File: src/rtl/fifo_uart.sv
// fifo_uart: buffered UART for the SoC register bus.
//
// The CPU pushes bytes into a TX FIFO through reg_dat_we/reg_dat_di and pops
// received bytes from an RX FIFO through reg_dat_re/reg_dat_do. Frames carry
// DATA_BITS data bits (LSB first), an optional even/odd parity bit, and one or
// two stop bits on transmit. The receiver always checks exactly one stop bit.
// Framing, parity and overrun problems are recorded in sticky flags.
//
// Ports:
//   clk, reset            system clock, synchronous active-high reset
//   ser_tx / ser_rx       pad-side serial lines (idle high; ser_rx is async)
//   reg_div_we/di/do      byte-writable bit-period divider (period = div+1)
//   cfg_parity_en/odd     parity present / odd parity select
//   cfg_stop2             two stop bits on transmit
//   reg_dat_we/di         push into TX FIFO (dropped while tx_full)
//   reg_dat_re/do         pop / view RX FIFO head (all ones when empty)
//   tx_full, tx_empty     TX FIFO full; TX FIFO empty and transmitter idle
//   rx_empty              RX FIFO empty
//   err_clr               clear sticky error flags
//   rx_overrun, rx_frame_err, rx_parity_err   sticky error flags
//
// Optional build macro FIFO_UART_LOOPBACK_EN adds input cfg_loopback, which
// routes the internal TX bit into the RX synchroniser and holds ser_tx high.

module fifo_uart #(
    parameter int          DATA_BITS = 8,
    parameter int          TX_DEPTH  = 16,
    parameter int          RX_DEPTH  = 16,
    parameter logic [31:0] DIV_RESET = 32'd104
) (
    input  logic        clk,
    input  logic        reset,
    output logic        ser_tx,
    input  logic        ser_rx,
`ifdef FIFO_UART_LOOPBACK_EN
    input  logic        cfg_loopback,
`endif
    input  logic [3:0]  reg_div_we,
    input  logic [31:0] reg_div_di,
    output logic [31:0] reg_div_do,
    input  logic        cfg_parity_en,
    input  logic        cfg_parity_odd,
    input  logic        cfg_stop2,
    input  logic        reg_dat_we,
    input  logic        reg_dat_re,
    input  logic [31:0] reg_dat_di,
    output logic [31:0] reg_dat_do,
    output logic        tx_full,
    output logic        tx_empty,
    output logic        rx_empty,
    input  logic        err_clr,
    output logic        rx_overrun,
    output logic        rx_frame_err,
    output logic        rx_parity_err
);

    localparam int TX_AW = $clog2(TX_DEPTH);
    localparam int RX_AW = $clog2(RX_DEPTH);
    localparam logic [3:0] LAST_BIT = 4'(DATA_BITS - 1);

    typedef enum logic [2:0] {
        TX_IDLE, TX_START, TX_DATA, TX_PARITY, TX_STOP1, TX_STOP2
    } tx_state_t;

    typedef enum logic [2:0] {
        RX_IDLE, RX_START, RX_DATA, RX_PARITY, RX_STOP
    } rx_state_t;

    // ------------------------------------------------------------------
    // Divider register
    // ------------------------------------------------------------------
    logic [31:0] cfg_divider;

    always_ff @(posedge clk) begin
        if (reset) begin
            cfg_divider <= DIV_RESET;
        end else begin
            for (int i = 0; i < 4; i++) begin
                if (reg_div_we[i]) begin
                    cfg_divider[8*i +: 8] <= reg_div_di[8*i +: 8];
                end
            end
        end
    end

    assign reg_div_do = cfg_divider;

    // Upper write-data bits beyond the frame width are ignored by design.
    logic unused_di_bits;
    assign unused_di_bits = ^reg_dat_di[31:DATA_BITS];

    // ------------------------------------------------------------------
    // TX FIFO
    // ------------------------------------------------------------------
    logic [DATA_BITS-1:0] tx_mem [TX_DEPTH];
    logic [TX_AW:0]       tx_wr_ptr, tx_rd_ptr;
    logic                 tx_fifo_empty, tx_push, tx_pop;
    logic [DATA_BITS-1:0] tx_head;

    assign tx_fifo_empty = (tx_wr_ptr == tx_rd_ptr);
    assign tx_full       = (tx_wr_ptr[TX_AW] != tx_rd_ptr[TX_AW]) &&
                           (tx_wr_ptr[TX_AW-1:0] == tx_rd_ptr[TX_AW-1:0]);
    assign tx_push       = reg_dat_we && !tx_full;
    assign tx_head       = tx_mem[tx_rd_ptr[TX_AW-1:0]];

    always_ff @(posedge clk) begin
        if (tx_push) begin
            tx_mem[tx_wr_ptr[TX_AW-1:0]] <= reg_dat_di[DATA_BITS-1:0];
        end
    end

    always_ff @(posedge clk) begin
        if (reset) begin
            tx_wr_ptr <= '0;
            tx_rd_ptr <= '0;
        end else begin
            if (tx_push) tx_wr_ptr <= tx_wr_ptr + 1'b1;
            if (tx_pop)  tx_rd_ptr <= tx_rd_ptr + 1'b1;
        end
    end

    // ------------------------------------------------------------------
    // TX FSM
    // ------------------------------------------------------------------
    tx_state_t            tx_state;
    logic [31:0]          tx_cnt;
    logic [3:0]           tx_idx;
    logic [DATA_BITS-1:0] tx_shift;
    logic                 tx_bit, tx_par_q, tx_pen_q, tx_stop2_q;
    logic                 tx_bit_end, tx_frame_end;

    assign tx_bit_end   = (tx_cnt == cfg_divider);
    assign tx_frame_end = tx_bit_end &&
                          ((tx_state == TX_STOP1 && !tx_stop2_q) || tx_state == TX_STOP2);
    // Popping at the last stop-bit boundary makes consecutive frames abut.
    assign tx_pop       = !tx_fifo_empty && (tx_state == TX_IDLE || tx_frame_end);
    assign tx_empty     = tx_fifo_empty && (tx_state == TX_IDLE);

    always_ff @(posedge clk) begin
        if (reset) begin
            tx_state   <= TX_IDLE;
            tx_cnt     <= '0;
            tx_idx     <= '0;
            tx_shift   <= '0;
            tx_bit     <= 1'b1;
            tx_par_q   <= 1'b0;
            tx_pen_q   <= 1'b0;
            tx_stop2_q <= 1'b0;
        end else if (tx_pop) begin
            tx_state   <= TX_START;
            tx_cnt     <= '0;
            tx_shift   <= tx_head;
            tx_bit     <= 1'b0;
            tx_par_q   <= (^tx_head) ^ cfg_parity_odd;
            tx_pen_q   <= cfg_parity_en;
            tx_stop2_q <= cfg_stop2;
        end else if (tx_state == TX_IDLE) begin
            tx_bit <= 1'b1;
        end else if (!tx_bit_end) begin
            tx_cnt <= tx_cnt + 32'd1;
        end else begin
            tx_cnt <= '0;
            case (tx_state)
                TX_START: begin
                    tx_state <= TX_DATA;
                    tx_idx   <= '0;
                    tx_bit   <= tx_shift[0];
                end
                TX_DATA: begin
                    if (tx_idx == LAST_BIT) begin
                        tx_state <= tx_pen_q ? TX_PARITY : TX_STOP1;
                        tx_bit   <= tx_pen_q ? tx_par_q : 1'b1;
                    end else begin
                        tx_idx   <= tx_idx + 4'd1;
                        tx_shift <= tx_shift >> 1;
                        tx_bit   <= tx_shift[1];
                    end
                end
                TX_PARITY: begin
                    tx_state <= TX_STOP1;
                    tx_bit   <= 1'b1;
                end
                TX_STOP1: begin
                    tx_state <= tx_stop2_q ? TX_STOP2 : TX_IDLE;
                    tx_bit   <= 1'b1;
                end
                default: begin
                    tx_state <= TX_IDLE;
                    tx_bit   <= 1'b1;
                end
            endcase
        end
    end

    // ------------------------------------------------------------------
    // Line routing (loopback option)
    // ------------------------------------------------------------------
    logic rx_line;

`ifdef FIFO_UART_LOOPBACK_EN
    assign rx_line = cfg_loopback ? tx_bit : ser_rx;
    assign ser_tx  = cfg_loopback ? 1'b1 : tx_bit;
`else
    assign rx_line = ser_rx;
    assign ser_tx  = tx_bit;
`endif

    // ------------------------------------------------------------------
    // RX synchroniser plus one delayed copy for falling-edge detection
    // ------------------------------------------------------------------
    logic rx_s1, rx_s2, rx_prev;

    always_ff @(posedge clk) begin
        if (reset) begin
            rx_s1   <= 1'b1;
            rx_s2   <= 1'b1;
            rx_prev <= 1'b1;
        end else begin
            rx_s1   <= rx_line;
            rx_s2   <= rx_s1;
            rx_prev <= rx_s2;
        end
    end

    // ------------------------------------------------------------------
    // RX FSM
    // ------------------------------------------------------------------
    rx_state_t            rx_state;
    logic [31:0]          rx_cnt;
    logic [3:0]           rx_idx;
    logic [DATA_BITS-1:0] rx_shift, rx_push_data;
    logic                 rx_par_bit, rx_pen_q, rx_odd_q;
    logic                 rx_push_q, rx_ferr_set, rx_perr_set;
    logic                 rx_bit_end, rx_mid;

    assign rx_bit_end = (rx_cnt == cfg_divider);
    assign rx_mid     = (rx_cnt == (cfg_divider >> 1));

    // The frame ends at the stop-bit mid-sample so the idle state is already
    // watching the line when the next start edge arrives.
    always_ff @(posedge clk) begin
        if (reset) begin
            rx_state     <= RX_IDLE;
            rx_cnt       <= '0;
            rx_idx       <= '0;
            rx_shift     <= '0;
            rx_par_bit   <= 1'b0;
            rx_pen_q     <= 1'b0;
            rx_odd_q     <= 1'b0;
            rx_push_q    <= 1'b0;
            rx_push_data <= '0;
            rx_ferr_set  <= 1'b0;
            rx_perr_set  <= 1'b0;
        end else begin
            rx_push_q   <= 1'b0;
            rx_ferr_set <= 1'b0;
            rx_perr_set <= 1'b0;
            if (rx_state == RX_IDLE) begin
                if (rx_prev && !rx_s2) begin
                    rx_state <= RX_START;
                    rx_cnt   <= '0;
                    rx_pen_q <= cfg_parity_en;
                    rx_odd_q <= cfg_parity_odd;
                end
            end else begin
                rx_cnt <= rx_bit_end ? 32'd0 : rx_cnt + 32'd1;
                case (rx_state)
                    RX_START: begin
                        if (rx_mid && rx_s2) begin
                            rx_state <= RX_IDLE;
                        end else if (rx_bit_end) begin
                            rx_state <= RX_DATA;
                            rx_idx   <= '0;
                        end
                    end
                    RX_DATA: begin
                        if (rx_mid) begin
                            rx_shift <= {rx_s2, rx_shift[DATA_BITS-1:1]};
                        end
                        if (rx_bit_end) begin
                            if (rx_idx == LAST_BIT) begin
                                rx_state <= rx_pen_q ? RX_PARITY : RX_STOP;
                            end else begin
                                rx_idx <= rx_idx + 4'd1;
                            end
                        end
                    end
                    RX_PARITY: begin
                        if (rx_mid) begin
                            rx_par_bit <= rx_s2;
                        end else if (rx_bit_end) begin
                            rx_state <= RX_STOP;
                        end
                    end
                    RX_STOP: begin
                        if (rx_mid) begin
                            rx_state <= RX_IDLE;
                            if (!rx_s2) begin
                                rx_ferr_set <= 1'b1;
                            end else begin
                                rx_push_q    <= 1'b1;
                                rx_push_data <= rx_shift;
                                rx_perr_set  <= rx_pen_q &&
                                                (((^rx_shift) ^ rx_odd_q) != rx_par_bit);
                            end
                        end
                    end
                    default: rx_state <= RX_IDLE;
                endcase
            end
        end
    end

    // ------------------------------------------------------------------
    // RX FIFO
    // ------------------------------------------------------------------
    logic [DATA_BITS-1:0] rx_mem [RX_DEPTH];
    logic [RX_AW:0]       rx_wr_ptr, rx_rd_ptr;
    logic                 rx_full, rx_pop, rx_push, rx_drop;

    assign rx_empty = (rx_wr_ptr == rx_rd_ptr);
    assign rx_full  = (rx_wr_ptr[RX_AW] != rx_rd_ptr[RX_AW]) &&
                      (rx_wr_ptr[RX_AW-1:0] == rx_rd_ptr[RX_AW-1:0]);
    assign rx_pop   = reg_dat_re && !rx_empty;
    // A pop in the same cycle frees the slot, so a full FIFO can still accept.
    assign rx_push  = rx_push_q && (!rx_full || rx_pop);
    assign rx_drop  = rx_push_q && rx_full && !rx_pop;

    assign reg_dat_do = rx_empty ? 32'hFFFF_FFFF
                      : {{(32-DATA_BITS){1'b0}}, rx_mem[rx_rd_ptr[RX_AW-1:0]]};

    always_ff @(posedge clk) begin
        if (rx_push) begin
            rx_mem[rx_wr_ptr[RX_AW-1:0]] <= rx_push_data;
        end
    end

    always_ff @(posedge clk) begin
        if (reset) begin
            rx_wr_ptr <= '0;
            rx_rd_ptr <= '0;
        end else begin
            if (rx_push) rx_wr_ptr <= rx_wr_ptr + 1'b1;
            if (rx_pop)  rx_rd_ptr <= rx_rd_ptr + 1'b1;
        end
    end

    // ------------------------------------------------------------------
    // Sticky error flags: a set event beats a simultaneous clear
    // ------------------------------------------------------------------
    always_ff @(posedge clk) begin
        if (reset) begin
            rx_overrun    <= 1'b0;
            rx_frame_err  <= 1'b0;
            rx_parity_err <= 1'b0;
        end else begin
            rx_overrun    <= rx_drop     | (rx_overrun    & ~err_clr);
            rx_frame_err  <= rx_ferr_set | (rx_frame_err  & ~err_clr);
            rx_parity_err <= rx_perr_set | (rx_parity_err & ~err_clr);
        end
    end

endmodule
File: config.mk
export PLATFORM = sky130hd
export DESIGN_NAME = fifo_uart
export DESIGN_NICKNAME = d
export VERILOG_FILES = /design/src/rtl/fifo_uart.sv
export SDC_FILE = /design/constraint.sdc
export NUM_CORES = 1
export LEC_CHECK = 0
export ABC_AREA = 1
export BUFFER_PORTS_ARGS = -buffer_cell sky130_fd_sc_hd__buf_2
export CAP_MARGIN = 20
export CORE_ASPECT_RATIO = 2
export CORE_MARGIN = 5
export CORE_UTILIZATION = 32
export CTS_CLUSTER_SIZE = 28
export DETAILED_ROUTE_END_ITERATION = 12
export PLACE_DENSITY_LB_ADDON = 0.1
export SETUP_SLACK_MARGIN = 0.02
export SYNTH_ARGS = -nofsm -noshare
export SYNTH_HDL_FRONTEND = slang
export SYNTH_SLANG_ARGS = --single-unit
File: constraint.sdc
create_clock -name clk -period 3.2 [get_ports clk]
set_clock_uncertainty 0.15 [all_clocks]
set_input_delay 0.32 -clock clk [delete_from_list [all_inputs] [get_ports clk]]
set_output_delay 0.32 -clock clk [all_outputs]
set_load 0.01 [all_outputs]
**Word level (Yosys, flattened, before mapping)**

Memory sizes are Yosys's and may differ from the RTL's. A register that Yosys moved wholly into a read port is not among the register bits.
Cells that the tools add are included.
Widths: inputs -> output; s select.

- Memories kept: 2
- Bits in registers: 170
- RAM bits: 256
- Output and inout bits: 71
- Word-level logic and storage cells: 193

- Equality and inequality tests: 37
- Add/subtract/negate cells: 8
- Reductions and logical operators: 46
- Mux-type cells: 51
- Bitwise gates (word level): 15

Memory list:

| name | depth | width | rd ports | clocked after Yosys merged registers in | wr ports | line | RTL |
|---|---|---|---|---|---|---|---|
| rx_mem | 16 | 8 | 1 | 1 | 1 | 317 | `logic [DATA_BITS-1:0] rx_mem [RX_DEPTH];` |
| tx_mem | 16 | 8 | 1 | 1 | 1 | 95 | `logic [DATA_BITS-1:0] tx_mem [TX_DEPTH];` |

Operators by type and width:

| operator | count |
|---|---|
| $mux 32 | 5 |
| $add 32x1->32 const B | 2 |
| $eq 32x32->1 | 2 |
| $mux 8 | 5 |
| $mux 3 | 13 |
| $mux 4 | 9 |
| $eq 32x31->1 | 1 |
| $pmux 3 s4 | 2 |
| $add 5x1->5 const B | 4 |
| $ne 3x3->1 const B | 6 |
| $ne 2x2->1 const B | 8 |
| $pmux 4 s2 | 2 |
| $reduce_xor 8->1 | 2 |
| $logic_and 1x1->1 | 14 |
| $mux 1 | 14 |
| $eq 3x2->1 const B | 4 |
| $reduce_and 3->1 | 4 |
| $eq 5x5->1 | 2 |
| $eq 3x3->1 const B | 3 |
| $add 4x1->4 const B | 2 |
| $eq 4x3->1 const B | 2 |
| $eq 4x4->1 | 2 |
| $reduce_and 4->1 | 2 |
| $reduce_bool 2->1 | 4 |
| 20 further kinds | 43 |

**Depth between registers and ports, before layout**

- Depth after elaboration: 8
- Depth in mapped cells: 19
- Depth with buffers taken out: 17

**Worst setup path after synthesis**

OpenSTA, ideal clock, no wires.

- Path type: register to register
- From: reg rx_wr_ptr[2]
- To: mem rx_mem[7][0] (enable)
- Library setup time: 0.370 ns
- Setup slack: 0.905 ns
- Clock period less this slack: 2.295 ns
- Required time: 2.680 ns
- Stages on the path, launching flop included: 12
- Data arrival time: 1.775 ns
- Path through: dfxtp_1 > clkbuf_2 > xnor2_1 > nand4_1 > or2_1 > buf_2 > nand2_1 > nand2_1 > nand2_1 > nor2_1 > inv_1 > nor2_1

- Cells in the longest elaborated chain, start to end: 7
- Elaborated cells on any way between the ends: 10
- Classes of those cells: 2 x eq/ne; 2 x mux; 6 x reduce/logical

RTL lines:

| item | line | RTL |
|---|---|---|
| start: declaration | 318 | `logic [RX_AW:0] rx_wr_ptr, rx_rd_ptr;` |
| start signal: assignment | 343 | `if (rx_push) rx_wr_ptr <= rx_wr_ptr + 1'b1;` |
| $eq 5x5->1 / $eq 4x4->1 (equally long branches) | 321, 323 |  |
| $logic_not 1->1 / $logic_and 1x1->1 (equally long branches) | 324, 322 |  |
| $logic_and 1x1->1 / $logic_not 1->1 (equally long branches) | 324, 326 |  |
| $logic_or 1x1->1 | 326 | `assign rx_push = rx_push_q && (!rx_full \|\| rx_pop);` |
| $logic_and 1x1->1 | 326 |  |
| $mux 1 | 333 | `if (rx_push) begin` |
| $mux 1 (not written as such) | 334 | `rx_mem[rx_wr_ptr[RX_AW-1:0]] <= rx_push_data;` |
| end: declaration | 317 |  |

Parallel ways exist; a longest one is shown, timed or not.

==> out/metrics.cfg <==
[power_and_ir_drop]
ir_drop_mv=0.425
p_sw_share_pct=32.7
clkPwrFrac_pct=33.7
power_density_nw_per_um2=626
power_mw=14.8
p_leak_nw=8.45
p_seq_share_pct=42.4
internal-power_mw=9.97
pwr-share-comb_pct=23.9
power_switching_mw=4.84

[route]
drc_errors=0
drt_iter0_drc=785
drtPass1Iterations=7
wirelength_um=61500
avgRoutedWirePerCell_um=19.0
num_vias=15849
ant_nets=0
viasPerCell=4.91

[floorplan]
die_h_um=365
die_area_sq_um=68500
die_w_um=188
core-area_sq_um=62600
io_pins=148
initial_core_util_pct=32.2
row_count=130

[synth]
yosys.area_share.simple_pct=20.6
synth_compound_area_share_pct=9.86
syn_area_per_cell_sq_um=9.02
synth_ff_type=edfxtp_1
synth_edf_count=256
ys_warn_count=0
synthDistinctLibCells=53
synth_mux_area_share_pct=1.29
yosys.area_share.adder_pct=0.868
ys_ff_latch=434
async_reset_ff_share_pct=0
synth_cells=2237
synth_top_family_by_area=simple AND/OR/NAND/NOR gates
syn-cell-area_sq_um=20200
synth-seq-area-share_pct=55.8
synth_xor_area_share_pct=4.34
syn-num-nets=2328

[critical_path]
worstPathArrival_ns=2.55
end_kind=output port
r2r_start=reg_div_do[28]
crit_path_end=reg_dat_do[4]
regToRegSetupSlack_ns=0.50
critPathKind=reg2out
crit_fanout=64
r2r_cells=11
cp-start-kind=flop
cp_data_required_time_ns=2.73

[cts]
cts_tree=done
htree_levels=2
cts.path.max_buffers=3
clk_latency_ns=0.57
post-cts-setup-buffer-count=0
cts_hold_buf=53
clk_pin_slew_ns=0.06
cts_made_buffers=41
cts_resized=0
clockRootBuffer=clkbuf_16
clock_sinks=434

[finish]
syn2layout_area_growth_pct=17.2
finalCoreUtilization_pct=37.8
regArea_sq_um=11300
final-instance-count-excl-fill=3229
stdcell_area_sq_um=23700
fillers=6267
antennaDiodeCount=0
multiInputGateArea_sq_um=7470
drive_gt1_share_pct=12.4
nets=2497

[place]
place.gp.congestion=0.885
dp_cells=3102
place_ws_ns=0.521
dpl.hpwl_um=44700
io_buffers=123
postPlaceCellArea_sq_um=21800

[sta]
holdWs_ns=0.0302
relSlewSlack_pct=46.6
drv_slew=0
fin_crit_sh_pct=94.3
hold_viol=0
rsz0062_at_grt=false
tightest_slew_ns=0.797
fmax_ghz=0.331
fin_tns_setup_ns=0
finalWorstSetupSlack_ns=0.181
period_needed_ns=3.02
setup_violations=0

[global_routing]
grt_pass1_wl_um=93600
grt_start_max_net_pins=82
grtUsageTotal_pct=17.5
overflow=0
grt_pass1_vias=16122
grt_antenna_before_repair=0

[run]
maxCapViolations=0

[worst_hold_path]
min_from=cfg_parity_en
hp-class=in2reg

[outcome]
status=completed

-- area by class of cell --
class	count	area share [%]
Timing Repair Buffer	245	7.35
Tap cell	792	4.19
Multi-Input combinational cell	1456	31.6
Clock buffer	56	4.88
Sequential cell	434	47.6
Clock inverter	18	0.788
Inverter	228	3.64
-- cells in the mapped netlist (19+ instances only) --
cell	instances	area, sq um
nand4_1	34	213
edfxtp_1	256	7690
nor3_1	59	295
xnor2_1	43	377
o211ai_1	19	143
dfxtp_1	178	3560
buf_4	27	203
mux2i_1	26	260
inv_1	211	792
o221ai_1	26	228
xor2_1	57	499
nand3_1	145	726
clkbuf_1	53	199
nor2_1	267	1000
o21ai_0	148	741
buf_2	27	135
nand2_1	404	1520
a21oi_1	111	556
-- layer usage --
| layer | track usage (%) | up-vias | share of wire, % |
|---|---|---|---|
| li1 | - | 7851 | - |
| met1 | 18.0 | 7506 | 37 |
| met2 | 34.4 | 374 | 54 |
| met3 | 2.61 | 118 | 4.0 |
| met4 | 8.61 | 0 | 5.3 |
| met5 | 0 | - | 0 |
-- sequential cells by signal (all words and copies together) (netlist names), 8 cells and up, named ones only --
register,cells
rx_cnt,32
rx_push_data,8
rx_shift,8
tx_mem,128
tx_shift,8
rx_mem,128
reg_div_do,32
tx_cnt,32
-- cell families after synthesis --
logic type      after synthesis
buf+inv                     347
fa+ha+maj                    14
compound gates              352
xor+xnor                    100
mux                          26
simple gates                964
flops                       434
-- cells in the final DEF (no fill, tap or decap), types with 14 or more instances in the layout --
cell	n
o221ai_1	26
nor3_1	59
o21ai_0	148
nor2_1	267
edfxtp_1	256
nand2_1	404
dlygate4sd3_1	53
inv_2	15
nand3_1	145
ha_1	14
buf_4	63
mux2i_1	26
nand4_1	34
o211ai_1	19
xnor2_1	43
buf_2	123
o21ai_1	16
xor2_1	57
a21oi_1	111
clkbuf_16	42
dfxtp_1	176
inv_1	210
-- power groups by stage --
stage	logic [mW]	registers, mW	clock network [mW]
global route	3.99	6.30	5.33
floorplan	2.39	6.34	0
detailed placement	3.55	6.41	0
finish	3.54	6.29	4.99
global placement	3.51	6.40	0
CTS	3.61	6.28	5.17
-- worst min-delay path by stage --
stage | slack (ns) | depth (start not counted) | to
2_1_floorplan | 0.24 | 1 | rx_s2
3_3_place_gp | 0.30 | 1 | rx_s2
3_5_place_dp | 0.29 | 1 | rx_s2
4_1_cts | 0.007 | 3 | tx_pen_q
5_1_grt | 0.03 | 1 | tx_mem[13][5]
6_report | 0.03 | 3 | tx_pen_q
-- worst max-delay path, stage by stage (launching register included) --
cell,delay (ns)
dfxtp_2,0.35
buf_12,0.32
nor2_1,0.10
o32ai_1,0.45
o21ai_0,0.23
o221ai_1,0.31
buf_2,0.20
No activity file was read; power rests on OpenSTA's default activity.
